`src/rtl/graphics_pkg.sv`:
```
// Shared screen geometry, vertex record layout and reader state encoding
// for the graphics datapath.
package graphics_pkg;

    localparam int unsigned SCREEN_W         = 160;
    localparam int unsigned SCREEN_H         = 120;
    localparam int unsigned WORDS_PER_VERTEX = 3;
    localparam int unsigned WORDS_PER_TRI    = 9;
    localparam int unsigned FRAC_BITS        = 16;

    typedef enum logic [2:0] {
        StIdle,
        StFetch,
        StEmit0,
        StEmit1,
        StEmit2,
        StFin
    } reader_state_t;

endpackage

```
`src/rtl/q16_to_pixel.sv`:
```
// Signed Q16.16 to clamped integer pixel coordinate in 0..MAX-1; integer part
// is the floor of the fixed-point value.
module q16_to_pixel
    import graphics_pkg::*;
#(
    parameter int unsigned MAX = 160,
    parameter int unsigned W   = 8
) (
    input  logic signed [31:0] q,
    output logic [W-1:0]       pix
);

    logic [31-FRAC_BITS:0] int_part;
    logic                  unused_frac;

    assign int_part    = q[31:FRAC_BITS];
    assign unused_frac = ^q[FRAC_BITS-1:0];

    always_comb begin
        if (int_part[31-FRAC_BITS]) begin
            pix = '0;
        end else if (int_part >= (32-FRAC_BITS)'(MAX)) begin
            pix = W'(MAX - 1);
        end else begin
            pix = int_part[W-1:0];
        end
    end

endmodule

```
`src/rtl/mvp_vertex_reader.sv`:
```
// Reads transformed triangles out of the mvp_output RAM and streams each
// triangle's three edges as clamped pixel segments to the line rasteriser.
module mvp_vertex_reader #(
    parameter int unsigned RD_LAT   = 2,
    parameter int unsigned MAX_TRI  = 14,
    parameter int unsigned SCREEN_W = graphics_pkg::SCREEN_W,
    parameter int unsigned SCREEN_H = graphics_pkg::SCREEN_H
) (
    input  logic        clock,
    input  logic        reset,
    input  logic        start,
    input  logic [31:0] count,
    output logic        done,
    output logic [31:0] mem_read_addr,
    input  logic [31:0] mem_read_data,
    output logic        line_valid,
    input  logic        line_ready,
    output logic [7:0]  x0,
    output logic [6:0]  y0,
    output logic [7:0]  x1,
    output logic [6:0]  y1
);

    import graphics_pkg::*;

    localparam int unsigned TW = $clog2(MAX_TRI + 1);
    localparam int unsigned CW = $clog2(WORDS_PER_TRI + RD_LAT);
    localparam logic [CW-1:0] LastIssue = CW'(WORDS_PER_TRI - 1);
    localparam logic [CW-1:0] LastCyc   = CW'(WORDS_PER_TRI - 1 + RD_LAT);

    reader_state_t   state_q, state_d;
    logic [TW-1:0]   tri_left_q, tri_left_d;
    logic [6:0]      ptr_q, ptr_d, ptr_next;
    logic [6:0]      addr_q, addr_d;
    logic [CW-1:0]   cyc_q, cyc_d;
    logic [3:0]      cap_q, cap_d;
    logic [31:0]     vx_q [3];
    logic [31:0]     vx_d [3];
    logic [31:0]     vy_q [3];
    logic [31:0]     vy_d [3];
    logic            valid_q, valid_d;
    logic            done_q, done_d;
    logic            hs;
    logic [31:0]     ax, ay, bx, by;

    assign hs            = valid_q && line_ready;
    assign ptr_next      = ptr_q + 7'(WORDS_PER_TRI);
    assign mem_read_addr = {25'd0, addr_q};
    assign line_valid    = valid_q;
    assign done          = done_q;

    always_ff @(posedge clock or negedge reset) begin
        if (!reset) begin
            state_q    <= StIdle;
            tri_left_q <= '0;
            ptr_q      <= '0;
            addr_q     <= '0;
            cyc_q      <= '0;
            cap_q      <= '0;
            vx_q       <= '{default: '0};
            vy_q       <= '{default: '0};
            valid_q    <= 1'b0;
            done_q     <= 1'b0;
        end else begin
            state_q    <= state_d;
            tri_left_q <= tri_left_d;
            ptr_q      <= ptr_d;
            addr_q     <= addr_d;
            cyc_q      <= cyc_d;
            cap_q      <= cap_d;
            vx_q       <= vx_d;
            vy_q       <= vy_d;
            valid_q    <= valid_d;
            done_q     <= done_d;
        end
    end

    always_comb begin
        state_d    = state_q;
        tri_left_d = tri_left_q;
        ptr_d      = ptr_q;
        addr_d     = addr_q;
        cyc_d      = cyc_q;
        cap_d      = cap_q;
        vx_d       = vx_q;
        vy_d       = vy_q;
        valid_d    = 1'b0;
        done_d     = done_q;

        unique case (state_q)
            StIdle: begin
                if (start) begin
                    done_d = 1'b0;
                    if (count > 32'(MAX_TRI)) begin
                        tri_left_d = TW'(MAX_TRI);
                    end else begin
                        tri_left_d = count[TW-1:0];
                    end
                    if (count == 32'd0) begin
                        state_d = StFin;
                    end else begin
                        ptr_d   = '0;
                        addr_d  = '0;
                        cyc_d   = '0;
                        cap_d   = '0;
                        state_d = StFetch;
                    end
                end
            end
            StFetch: begin
                cyc_d = cyc_q + CW'(1);
                if (cyc_q < LastIssue) begin
                    addr_d = addr_q + 7'd1;
                end
                // Data for the address issued RD_LAT cycles ago is on the bus now.
                if (cyc_q >= CW'(RD_LAT)) begin
                    cap_d = cap_q + 4'd1;
                    for (int v = 0; v < 3; v++) begin
                        if (cap_q == 4'(v * WORDS_PER_VERTEX)) vx_d[v] = mem_read_data;
                        if (cap_q == 4'(v * WORDS_PER_VERTEX + 1)) vy_d[v] = mem_read_data;
                    end
                end
                if (cyc_q == LastCyc) begin
                    state_d = StEmit0;
                    valid_d = 1'b1;
                end
            end
            StEmit0: begin
                valid_d = 1'b1;
                if (hs) state_d = StEmit1;
            end
            StEmit1: begin
                valid_d = 1'b1;
                if (hs) state_d = StEmit2;
            end
            StEmit2: begin
                if (hs) begin
                    tri_left_d = tri_left_q - TW'(1);
                    if (tri_left_q == TW'(1)) begin
                        state_d = StFin;
                    end else begin
                        ptr_d   = ptr_next;
                        addr_d  = ptr_next;
                        cyc_d   = '0;
                        cap_d   = '0;
                        state_d = StFetch;
                    end
                end else begin
                    valid_d = 1'b1;
                end
            end
            StFin: begin
                done_d  = 1'b1;
                state_d = StIdle;
            end
            default: state_d = StIdle;
        endcase
    end

    // Edge endpoint selection; vertex registers are frozen outside FETCH, so
    // endpoints hold steady across a stall.
    always_comb begin
        ax = vx_q[0];
        ay = vy_q[0];
        bx = vx_q[1];
        by = vy_q[1];
        case (state_q)
            StEmit1: begin
                ax = vx_q[1];
                ay = vy_q[1];
                bx = vx_q[2];
                by = vy_q[2];
            end
            StEmit2: begin
                ax = vx_q[2];
                ay = vy_q[2];
                bx = vx_q[0];
                by = vy_q[0];
            end
            default: ;
        endcase
    end

    q16_to_pixel #(.MAX(SCREEN_W), .W(8)) u_x0 (.q(ax), .pix(x0));
    q16_to_pixel #(.MAX(SCREEN_H), .W(7)) u_y0 (.q(ay), .pix(y0));
    q16_to_pixel #(.MAX(SCREEN_W), .W(8)) u_x1 (.q(bx), .pix(x1));
    q16_to_pixel #(.MAX(SCREEN_H), .W(7)) u_y1 (.q(by), .pix(y1));

endmodule

```
`config.mk`:
```
export PLATFORM = sky130hd
export DESIGN_NAME = mvp_vertex_reader
export DESIGN_NICKNAME = d
export VERILOG_FILES = /design/src/rtl/graphics_pkg.sv /design/src/rtl/q16_to_pixel.sv /design/src/rtl/mvp_vertex_reader.sv
export SDC_FILE = /design/constraint.sdc
export NUM_CORES = 1
export LEC_CHECK = 0
export CORE_MARGIN = 5
export CORE_UTILIZATION = 51
export DETAILED_ROUTE_END_ITERATION = 6
export HOLD_SLACK_MARGIN = 0.08
export PLACE_DENSITY_LB_ADDON = 0.12
export SLEW_MARGIN = 0
export SYNTH_ARGS = -nofsm -noshare
export SYNTH_HDL_FRONTEND = slang
export SYNTH_HIERARCHICAL = 1
export SYNTH_SLANG_ARGS = --single-unit
```
`constraint.sdc`:
```
create_clock -name clock -period 4.65 [get_ports clock]
set_input_delay 1.1625 -clock clock [delete_from_list [all_inputs] [get_ports clock]]
set_output_delay 1.1625 -clock clock [all_outputs]
set_load 0.02 [all_outputs]
```
==> results.tsv, run 1 <==
metric	value	unit
critical path type	reg2out	
total negative setup slack	0	ns
Seq pwr share	29.7	%
multi-input logic area	3950	um2
Wirelength per Cell	18.7	um
Comb pwr share	49.4	%
Die W	132	um
post-route DRC violation count	0	
pins over their slew limit	0	
final hold viol count	0	
first-pass GRT wire length	31100	um
period utilization	96.6	%
Hold Path Cell Cnt	1	
vias in the first global route	6207	
FILL cells	1152	
Skew-Pair Late Insertion Delay	0.42	ns
Tmin final	4.49	ns
flop2flop setup slack	2.10	ns
Port Buffers	90	
Core Region	14600	um2
Max Cap Viol	0	
f_max	0.223	GHz
Starting DRT DRC Count	456	
internal power	4090	uW
Total GRT Usage	21.5	%
worst slack at placement	0.256	ns
post-route ant nets	0	
GPL Wtd Cong	0.872	
met1 global-route usage	28.6	%
Routed WL	19500	um
Rows	44	
CTS tree	done	
most frequent cells in the layout	nand2_1, dfrtp_1, mux2_2, clkdlybuf4s50_1, a22oi_1	
DR vias	6340	
yosys warns	6	
worst-path fanout max	13	
gr busiest metal	met2	
final setup skew	0.00875	ns
R2R Path End	vy_q[24]$_DFFE_PN0P_	
worst slew pin tran	1.02	ns
die area	17600	um2
TritonCTS Buffers	17	
final setup vio count	0	
FF+latch area	3180	um2
Critical Path Start Type	flip-flop	
CTS Sinks	127	
CTS root buffer	clkbuf_16	
synthesis-to-layout area growth	21.1	%
average via count per standard cell	6.08	
commonest non-fill, non-tap cell in the layout	nand2_1	
nets	924	
ant diodes	0	
initial antenna violation count	0	
Clock Tree Buf Depth	2	
largest net degree at the start of global routing	110	
layout cell share with drive strength beyond 1	20.0	%
R2R cell count	5	
Starting Density	52.3	%
DP Wirelength	13000	um
DP Cell Count	1000	
crit path DAT	3.33	ns
met2 usage	35.0	%
io pins	132	
worst setup margin	0.158	ns
clock group share of total power	20.9	%
Mapped Cells	783	
Reg clk slew, reported paths	0.06	ns
CP required	3.49	ns
Die H	132	um
Initial DRT Pass Iterations	7	
Slew headroom	31.5	%
met3 usage	4.44	%
worst hold path class	reg2reg	
placed cell areas	8460	um2
final non-filler cell total	1043	
P_leak	0.00403	uW
fin area	9260	um2
Reg2Reg Launch Point	state_q[1]$_DFFE_PN0P_	
outcome	finished clean	
H-tree Lvls	4	
RSZ-0062 raised after global routing	false	
Sw Share	41.1	%
Post-Syn Area	7650	um2
Setup crit end kind	output pin	
VDD IR max	0.000362	V
hold_sp	vy_q[95]$_DFFE_PN0P_	
Post-Syn Area per Cell	9.77	um2
WHS Endpoint	vy_q[95]$_DFFE_PN0P_	
P per Cell Area	750	nW/um2
grt total ovfl	0	
Net Sw Power	2850	uW
## state kept, by name (all words and copies together) (netlist names)
| signal | cells |
|---|---|
| cyc_q | 4 |
| tri_left_q | 4 |
| state_q | 3 |
| vy_q | 48 |
| done | 1 |
| cap_q | 4 |
| ptr_q | 7 |
| line_valid | 1 |
| addr_q | 7 |
| vx_q | 48 |
## how the worst max path moves through the flow
stage	endpoint	cells past startpoint	slack [ns]	start
floorplan	y0[3]	10	1.19	state_q[1]$_DFFE_PN0P_
global placement	y1[3]	9	0.34	state_q[0]$_DFFE_PN0P_
detailed placement	y1[3]	9	0.26	state_q[0]$_DFFE_PN0P_
CTS	y0[2]	9	0.007	state_q[1]$_DFFE_PN0P_
global route	x0[6]	9	0.008	state_q[1]$_DFFE_PN0P_
finish	y0[3]	8	0.16	state_q[0]$_DFFE_PN0P_
## critical path, cell delays in order (launching register included)
cell             delay [ns]
dfrtp_2                0.49
nor3b_4                0.48
nor2_4                 0.19
buf_4                  0.21
nand2_1                0.06
nand2_1                0.09
nor4_4                 0.50
and4_1                 0.28
clkdlybuf4s50_1        0.61
## per-layer routing
| metal | wire, um | part of all wire (%) |
|---|---|---|
| met2 | 9350 | 48 |
| met1 | 8580 | 44 |
| met5 | 0 | 0 |
| met4 | 351 | 1.8 |
| met3 | 1170 | 6.0 |
## power groups by stage
| stage | Combinational [uW] | Clock [uW] | Sequential, uW |
|---|---|---|---|
| floorplan | 2400 | 0 | 1950 |
| finish | 3430 | 1450 | 2060 |
| global placement | 3170 | 0 | 2000 |
| global route | 3750 | 1530 | 2130 |
| CTS | 3320 | 1480 | 2050 |
| detailed placement | 3260 | 0 | 2060 |
## per-stage QoR
step	hold WS, ns	utilization, %	power [uW]
6_report	0.520	63.3	6940
5_1_grt	0.535	63.3	7400
4_1_cts	0.520	62.5	6840
3_5_place_dp	0.507	57.8	5320
3_3_place_gp	0.492	57.8	5180
2_1_floorplan	0.481	-	4350
## final cells by class
cell class | count | share of cell area (%)
timing repair buffer | 112 | 12.0
inverter | 37 | 1.50
multi-input combinational | 551 | 42.6
clock inverter | 11 | 1.92
sequential | 127 | 34.3
clock buffer | 21 | 5.19
tap | 184 | 2.49
## timing repair
item / 4_1_cts / 5_1_grt
gates cloned: 0 / 2
hold buffers: 0 / 0
pin swaps: 0 / 9
setup endpoints to repair: 27 / 29
gates resized for setup: 6 / 7
setup buffers: 0 / 9
No activity file was read; power rests on OpenSTA's default activity.
==> run 2: changes to the inputs <==
--- a/config.mk
+++ b/config.mk
@@ -7,9 +7,11 @@
 export LEC_CHECK = 0
 export CORE_MARGIN = 5
 export CORE_UTILIZATION = 51
+export CTS_CLUSTER_DIAMETER = 40
 export DETAILED_ROUTE_END_ITERATION = 6
 export HOLD_SLACK_MARGIN = 0.08
 export PLACE_DENSITY_LB_ADDON = 0.12
+export SKIP_LAST_GASP = 1
 export SLEW_MARGIN = 0
 export SYNTH_ARGS = -nofsm -noshare
 export SYNTH_HDL_FRONTEND = slang
==> results.tsv, run 2 (same netlist as run 1, synthesis figures left out) <==
metric	value	unit	change
Critical Path Start Type	flip-flop		
Top Family by Delay on Critical Path	buffers and inverters		
CTS tree	done		
final setup skew	0.00938	ns	+0.000637 ns
hold_sp	vx_q[90]$_DFFE_PN0P_		
Starting DRT DRC Count	425		-6.8%
Routed WL	19100	um	-1.6%
ant diodes	0		unchanged
nets	920		-0.43%
FILL cells	1159		+0.61%
crit-path max cell delay	0.64	ns	+0.03 ns
Port Buffers	90		unchanged
outcome	finished clean		
Highest Signal Layer	met4		
CP max stage cell	clkdlybuf4s50_1		
synthesis-to-layout area growth	20.8	%	
GPL Wtd Cong	0.872		unchanged
Core Region	14600	um2	unchanged
CTS root buffer	clkbuf_16		
Total GRT Usage	21.5	%	unchanged
Reg2Reg Launch Point	state_q[1]$_DFFE_PN0P_		
worst slew pin tran	0.992	ns	-0.0321 ns
period utilization	96.5	%	-0.11 points
average via count per standard cell	6.05		-0.41%
P per Cell Area	746	nW/um2	-0.48%
Slew headroom	33.7	%	+2.1 points
DP Wirelength	13000	um	unchanged
Clock Tree Buf Depth	2		unchanged
first-pass GRT wire length	31100	um	unchanged
Rows	44		unchanged
Die H	132	um	unchanged
Starting Density	52.3	%	unchanged
layout cell share with drive strength beyond 1	19.8	%	-0.26 points
DR vias	6290		-0.79%
flop2flop setup slack	2.12	ns	+0.02 ns
H-tree Lvls	4		unchanged
crit-path cells	inv_1, nor3_4, buf_4, buf_8, buf_12, a22oi_1, nand2_1, o21ai_0, a41oi_1, clkdlybuf4s50_1		
Tmin final	4.49	ns	-0.00494 ns
CTS Sinks	127		unchanged
TritonCTS Buffers	17		unchanged
io pins	132		unchanged
Skew-Pair Late Insertion Delay	0.42	ns	about the same
grt total ovfl	0		unchanged
final hold viol count	0		unchanged
R2R cell count	5		unchanged
R2R Path End	vy_q[24]$_DFFE_PN0P_		
worst slack at placement	0.256	ns	unchanged
largest registers	vx_q x48, vy_q x48		
VDD IR max	0.000360	V	-0.56%
RSZ-0062 raised after global routing	true		
Reg clk slew, reported paths	0.06	ns	about the same
vias in the first global route	6207		unchanged
largest net degree at the start of global routing	110		unchanged
post-route ant nets	0		unchanged
worst-path fanout max	36		+23
commonest non-fill, non-tap cell in the layout	nand2_1		
CP required	3.49	ns	about the same
pins over their slew limit	0		unchanged
WHS Endpoint	vx_q[90]$_DFFE_PN0P_		
total negative setup slack	0	ns	unchanged
WL met1	8300	um	-3.3%
critical path buffer and inverter count	5		+3
post-route DRC violation count	0		unchanged
f_max	0.223	GHz	+0.11%
worst setup margin	0.163	ns	+0.00494 ns
Initial DRT Pass Iterations	6		-1
instance count on the critical path	10		+2
worst hold path class	reg2reg		
initial antenna violation count	0		unchanged
# hold bufs at CTS	0		unchanged
Wirelength per Cell	18.4	um	-1.3%
Setup crit end kind	output pin		
most frequent cells in the layout	nand2_1, dfrtp_1, mux2_2, clkdlybuf4s50_1, a22oi_1		
crit path DAT	3.32	ns	about the same
Max Cap Viol	0		unchanged
final setup vio count	0		unchanged
Met2 Wirelength	9180	um	-1.8%
met3 wire length	1330	um	+14%
Hold Path Cell Cnt	1		unchanged
critical path type	reg2out		
die area	17600	um2	unchanged
Die W	132	um	unchanged
P_leak	0.00404	uW	+0.15%
==> run 2: cell count changes in the layout (fill, tap and decap cells not counted), sizes merged <==
cell,before,now
dlymetal6s2s,1,4
nor2,13,12
dlygate4sd2,1,0
buf,23,20
clkdlybuf4s50,87,85
==> run 2: metrics by stage <==
| step | hold WS (ns) | area [um2] | util [%] | power [uW] | instances |
|---|---|---|---|---|---|
| 3_5_place_dp | 0.507 | 8460 | 57.8 | 5320 | 1000 |
| 3_3_place_gp | 0.492 | 8460 | 57.8 | 5180 | 1000 |
| 4_1_cts | 0.520 | 9150 | 62.5 | 6850 | 1032 |
| 6_report | 0.520 | 9250 | 63.1 | 6900 | 1039 |
| 2_1_floorplan | 0.481 | 7740 | - | 4350 | 807 |
| 5_1_grt | 0.535 | 9250 | 63.1 | 7370 | 1039 |
==> run 2: how the worst max path moves through the flow <==
stage	startpoint	to
2_1_floorplan	state_q[1]$_DFFE_PN0P_	y0[3]
3_3_place_gp	state_q[0]$_DFFE_PN0P_	y1[3]
3_5_place_dp	state_q[0]$_DFFE_PN0P_	y1[3]
4_1_cts	state_q[1]$_DFFE_PN0P_	x1[3]
5_1_grt	state_q[1]$_DFFE_PN0P_	y1[1]
6_report	state_q[0]$_DFFE_PN0P_	x1[3]
==> run 2: area by class of cell <==
cell class                      count  area [um2]  share of cell area, %
Sequential cell                   127        3180                   34.4
Inverter                           37         139                   1.50
Timing Repair Buffer              109        1100                   11.9
Multi-Input combinational cell    550        3940                   42.7
Clock inverter                     11         178                   1.92
Clock buffer                       21         480                   5.20
Tap cell                          184         230                   2.49
==> run 2: power breakdown <==
| part | internal [uW] | leakage, uW | switching, uW | total [uW] |
|---|---|---|---|---|
| clock | 959 | 0.000313 | 492 | 1450 |
| combinational | 1500 | 0.00219 | 1890 | 3390 |
| sequential | 1610 | 0.00154 | 443 | 2060 |
| total | 4070 | 0.00404 | 2820 | 6900 |
==> run 2: per-layer routing <==
layer	up-vias	track usage [%]
met2	240	35.0
met3	26	4.44
met4	0	7.85
li1	2894	-
met5	-	0
met1	3130	28.6
==> run 2: timing repair <==
item | in CTS | in global routing
resized for setup | 5 | 11
setup buffers | 0 | 6
setup endpoints to repair | 27 | 30
cloned | 0 | 1
endpoints found under the hold margin | 0 | 0
pin swaps | 0 | 7
